### src/rtl/rect_to_polar.sv
// rect_to_polar: iterative CORDIC vectoring engine. Converts a signed Q5.8
// (x, y) pair into a gain-compensated magnitude and a binary angle
// (value * pi / 8192 rad), resolving one micro-rotation per clock under a
// start/done handshake.
module rect_to_polar #(
  parameter int unsigned ITER = 12
) (
  input  logic               clk,
  input  logic               rst,
  input  logic               start,
  input  logic signed [13:0] x_in,
  input  logic signed [13:0] y_in,
  output logic               busy,
  output logic               done,
  output logic        [13:0] r_out,
  output logic signed [13:0] theta_out,
  output logic               zero
);

  typedef enum logic [1:0] {
    StIdle,
    StIter,
    StComp
  } state_e;

  state_e state_q, state_d;

  // 17-bit working vector leaves headroom for the ~1.65 CORDIC gain at
  // full-scale diagonal inputs after the quadrant pre-rotation.
  logic signed [16:0] x_q, x_d;
  logic signed [16:0] y_q, y_d;
  logic signed [13:0] z_q, z_d;
  logic        [3:0]  i_q, i_d;
  logic               zero_flag_q, zero_flag_d;

  logic               done_q, done_d;
  logic        [13:0] r_q, r_d;
  logic signed [13:0] theta_q, theta_d;
  logic               zero_q, zero_d;

  logic signed [16:0] x_ext, y_ext;
  logic signed [16:0] x_sh, y_sh;
  logic signed [16:0] r_full;

  // Arctangent of 2^-i in binary-angle units (8192 = pi).
  function automatic logic signed [13:0] atan_lut(input logic [3:0] idx);
    logic signed [13:0] val;
    case (idx)
      4'd0:    val = 14'sd2048;
      4'd1:    val = 14'sd1209;
      4'd2:    val = 14'sd639;
      4'd3:    val = 14'sd324;
      4'd4:    val = 14'sd163;
      4'd5:    val = 14'sd81;
      4'd6:    val = 14'sd41;
      4'd7:    val = 14'sd20;
      4'd8:    val = 14'sd10;
      4'd9:    val = 14'sd5;
      4'd10:   val = 14'sd3;
      4'd11:   val = 14'sd1;
      default: val = 14'sd0;
    endcase
    return val;
  endfunction

  // State register.
  always_ff @(posedge clk or posedge rst) begin
    if (rst) begin
      state_q <= StIdle;
    end else begin
      state_q <= state_d;
    end
  end

  // Next-state logic: one cycle in COMP after the last micro-rotation.
  always_comb begin
    state_d = state_q;
    unique case (state_q)
      StIdle:  if (start) state_d = StIter;
      StIter:  if (i_q == 4'(ITER - 1)) state_d = StComp;
      StComp:  state_d = StIdle;
      default: state_d = StIdle;
    endcase
  end

  // Datapath next-state: capture/pre-rotate, micro-rotate, compensate.
  always_comb begin
    x_d         = x_q;
    y_d         = y_q;
    z_d         = z_q;
    i_d         = i_q;
    zero_flag_d = zero_flag_q;
    done_d      = 1'b0;
    r_d         = r_q;
    theta_d     = theta_q;
    zero_d      = zero_q;
    x_ext       = {{3{x_in[13]}}, x_in};
    y_ext       = {{3{y_in[13]}}, y_in};
    x_sh        = x_q >>> i_q;
    y_sh        = y_q >>> i_q;
    // 1/2 + 1/8 - 1/64 - 1/512 ~= 0.60742, close to 1/K for 8..12 steps.
    r_full      = (x_q >>> 1) + (x_q >>> 3) - (x_q >>> 6) - (x_q >>> 9);

    unique case (state_q)
      StIdle: begin
        if (start) begin
          zero_flag_d = (x_in == '0) && (y_in == '0);
          i_d         = '0;
          // Rotate left-half-plane vectors by +/-90 deg so CORDIC converges.
          if (!x_ext[16]) begin
            x_d = x_ext;
            y_d = y_ext;
            z_d = '0;
          end else if (!y_ext[16]) begin
            x_d = y_ext;
            y_d = -x_ext;
            z_d = 14'sd4096;
          end else begin
            x_d = -y_ext;
            y_d = x_ext;
            z_d = -14'sd4096;
          end
        end
      end
      StIter: begin
        if (!y_q[16]) begin
          x_d = x_q + y_sh;
          y_d = y_q - x_sh;
          z_d = z_q + atan_lut(i_q);
        end else begin
          x_d = x_q - y_sh;
          y_d = y_q + x_sh;
          z_d = z_q - atan_lut(i_q);
        end
        i_d = i_q + 4'd1;
      end
      StComp: begin
        done_d = 1'b1;
        zero_d = zero_flag_q;
        if (zero_flag_q) begin
          r_d     = '0;
          theta_d = '0;
        end else begin
          theta_d = z_q;
          if (r_full < 17'sd0) begin
            r_d = '0;
          end else if (r_full > 17'sd16383) begin
            r_d = 14'd16383;
          end else begin
            r_d = r_full[13:0];
          end
        end
      end
      default: ;
    endcase
  end

  // Datapath and result registers.
  always_ff @(posedge clk or posedge rst) begin
    if (rst) begin
      x_q         <= '0;
      y_q         <= '0;
      z_q         <= '0;
      i_q         <= '0;
      zero_flag_q <= 1'b0;
      done_q      <= 1'b0;
      r_q         <= '0;
      theta_q     <= '0;
      zero_q      <= 1'b0;
    end else begin
      x_q         <= x_d;
      y_q         <= y_d;
      z_q         <= z_d;
      i_q         <= i_d;
      zero_flag_q <= zero_flag_d;
      done_q      <= done_d;
      r_q         <= r_d;
      theta_q     <= theta_d;
      zero_q      <= zero_d;
    end
  end

  // Output decode; busy is low in the done cycle because COMP returns to IDLE.
  always_comb begin
    busy      = (state_q != StIdle);
    done      = done_q;
    r_out     = r_q;
    theta_out = theta_q;
    zero      = zero_q;
  end

endmodule

### config.mk
export PLATFORM = sky130hd
export DESIGN_NAME = rect_to_polar
export DESIGN_NICKNAME = d
export VERILOG_FILES = /design/src/rtl/rect_to_polar.sv
export SDC_FILE = /design/constraint.sdc
export NUM_CORES = 1
export LEC_CHECK = 0
export ABC_AREA = 1
export CAP_MARGIN = 20
export CORE_MARGIN = 2
export CORE_UTILIZATION = 50
export CTS_CLUSTER_SIZE = 28
export DETAILED_ROUTE_END_ITERATION = 12
export GPL_ROUTABILITY_DRIVEN = 0
export HOLD_SLACK_MARGIN = 0.15
export PLACE_DENSITY = 0.69
export SLEW_MARGIN = 20
export SYNTH_ARGS = -nofsm -noshare
export SYNTH_HDL_FRONTEND = slang
export SYNTH_SLANG_ARGS = --single-unit
### constraint.sdc
create_clock -name clk -period 4.1 [get_ports clk]
set_clock_uncertainty 0.05 [all_clocks]
set_input_delay 0.82 -clock clk [delete_from_list [all_inputs] [get_ports clk]]
set_output_delay 0.82 -clock clk [all_outputs]
set_load 0.05 [all_outputs]
==> reports/metrics.yaml, run 1 <==
wire_per_inst_um: 15.73
yosys.area.top_type: "dfrtp_1"
max_slew.worst_pin.slew_ns: 0.9039
multi_input_area_um2: 7274
dp_hpwl_um: 23350
antenna_found_initial: 0
synth_cell_types: 57
avgSynthCellArea_um2: 6.398
grt_use_total: 0.2825
ys_seq_area_frac: 0.2069
drive_above_1_share: 0.07139
final_common_cell: "nand2_1"
die_w_um: 147.4
fmax_mhz: 257.1
path_class: "reg -> reg"
syn_to_final_growth_pct: 14.41
slowest_delay_ns: 0.51
fin_hold_ws_ns: 0.4274
finalSetupViolCount: 0
synth_top_area_frac: 0.2069
syn_area_um2: 10280
hold_path_class: "reg -> reg"
period_share: 0.9487
cts_inserted_buffers: 9
num_rows: 52
clk-insertion-delay-late_ns: 0.36
ys_async_sr_fraction: 1.000
first_global_vias: 9986
grt_max_degree: 55
worstPathRequired_ns: 4.34
hold_viol: 0
antennaDiodeCount: 0
drv_slew: 0
clk_pin_slew_ns: 0.07
die_y_um: 147.4
vias: 10850
final_area_um2: 11760
clock_sinks: 85
cap_viol_max_count: 0
first_pass_iters: 6
syn_inst: 1607
clock_path_buffers: 2
ys_warn_count: 0
layout_common_cells: "nand2_1, inv_1, nand3_1"
crit_top_cell: "inv_1"
cts-root-buf: "clkbuf_16"
ant_nets: 0
nets: 1794
status: "complete, no violations"
grt_pass1_wl_um: 49760
drt_first_iter_violations: 820
layoutNonFillerInstCount: 1937
setup_slack_ns: 0.2105
synth_edf_count: 0
cp_max_fo: 9
startpoint_type: "flop"
fillers: 2017
synth_ff_type: "dfrtp_1"
dp.cells: 1918
dpl_cell_area_um2: 11270
via_per_inst: 5.602
relSlewSlack: 0.3967
post-route-min-period_ns: 3.889
yosys-top-cells-area: "dfrtp_1, nand2_1, ha_1"
rsz0062_at_grt: "true"
die-area_um2: 21730
drt-total-wl_um: 30460
grt-ovfl-total: 0
pre_cts_ws_ns: -0.1063
crit_slowest_cell: "dfrtp_1"
io_pins: 62
start_util: 0.5081
cp_cell_sequence: "inv_1 > fa_1 > inv_1 > fa_1 > inv_1 > ha_1 > inv_1 > fa_1 > o211ai_1 > a21boi_2 > o21ai_4 > nand3_2 > a31oi_4 > buf_4 > o21ai_0 > nand2_1"
yosys_register_bits: 85
drc: 0
arrival_ns: 4.13
synth_nets: 1738
coreArea_um2: 20230
crit_path_end_kind: "flop"
htree_levels: 3
io_buffers: 61
final-seq-area_um2: 2130
cts_tree: "built"
final cells by class:
class | count | area share
repair buffers | 103 | 0.08191
well taps | 270 | 0.02872
multi-input cells | 1277 | 0.6184
flip-flops and latches | 85 | 0.1810
inverters | 187 | 0.06042
clock inverters | 5 | 0.009148
clock buffers | 10 | 0.02032
cells by family (layout without fill, tap and decap cells):
group | Yosys count | count (layout) | share of synthesized area
buf+inv | 245 | 305 | 0.09651
mux | 1 | 1 | 0.0009736
flops | 85 | 85 | 0.2069
compound gates | 317 | 317 | 0.1800
xor+xnor | 64 | 64 | 0.05452
fa+ha+maj | 100 | 100 | 0.1407
simple gates | 795 | 795 | 0.3204
critical path, delay by kind of cell, from the launching register on:
| kind | cells | cell delay (ns) |
|---|---|---|
| AND/OR/NAND/NOR | 2 | 0.19 |
| flip-flops | 1 | 0.51 |
| adder cells (fa/ha/maj) | 4 | 1.48 |
| buffers and inverters | 5 | 0.50 |
| AO/OA/AOI/OAI | 5 | 1.11 |
cells in the mapped netlist (9+ instances only):
master    count
a21o_1       10
a21oi_1      99
buf_2        12
buf_4         9
clkbuf_1     31
dfrtp_1      85
fa_1         26
ha_1         74
inv_1       175
inv_2        10
nand2_1     519
nand3_1     136
nand4_1      10
nor2_1       90
o211ai_1     14
o21a_1       10
o21ai_0     117
o221ai_1     12
o22ai_1      11
xnor2_1      27
xor2_1       37
per-stage QoR:
| stage | util | setup TNS, ns |
|---|---|---|
| 3_5_place_dp | 0.5568 | -0.6081 |
| 2_1_floorplan | - | 0 |
| 3_3_place_gp | 0.5568 | -0.2728 |
| 4_1_cts | 0.5743 | 0 |
| 6_report | 0.5813 | 0 |
| 5_1_grt | 0.5813 | -0.1999 |
final timing paths:
kind                       startpoint         to  slack, ns  depth (start not counted)
min in group asynchronous         rst  r_out[12]       0.91                          2
setup reg to reg               x_q[9]   r_out[1]       0.21                         16
hold reg to reg             r_out[13]  r_out[13]       0.43                          2
hold / removal              r_out[13]  r_out[13]       0.43                          2
max in group asynchronous         rst     y_q[6]       2.25                          3
setup / recovery               x_q[9]   r_out[1]       0.21                         16
metal layers:
layer  GRT usage  vias up  share of wire
li1            -     5401              -
met1      0.3834     4952           0.45
met2      0.4619      432           0.45
met3     0.03858       67          0.067
met4      0.1043        0          0.034
met5           0        -              0
state kept, by name, indices dropped and copies added (netlist names):
signal       flops
done             1
i_q              4
state_q          2
x_q             17
zero_flag_q      1
theta_out       14
y_q             17
z_q             14
r_out           14
zero             1
repair_timing:
| action | CTS | global route |
|---|---|---|
| pin swaps | 0 | 11 |
| setup buffers | 0 | 4 |
| hold endpoints to repair | 0 | 0 |
| hold buffers | 0 | 0 |
| resized for setup | 3 | 32 |
| setup endpoints to repair | 15 | 30 |
Power of run 1 is left out: the tool's default activity adds up to more than one toggle a clock period on the data nets, which glitch-free logic cannot reach.
==> inputs of run 2 (changes only) <==
--- a/config.mk
+++ b/config.mk
@@ -6,7 +6,7 @@
 export NUM_CORES = 1
 export LEC_CHECK = 0
 export ABC_AREA = 1
-export CAP_MARGIN = 20
+export CAP_MARGIN = 10
 export CORE_MARGIN = 2
 export CORE_UTILIZATION = 50
 export CTS_CLUSTER_SIZE = 28
==> results of run 2 <==
No change in the layout: final DEF, timing and power equal those of run 1.
Power of run 2 is left out for the same reason.
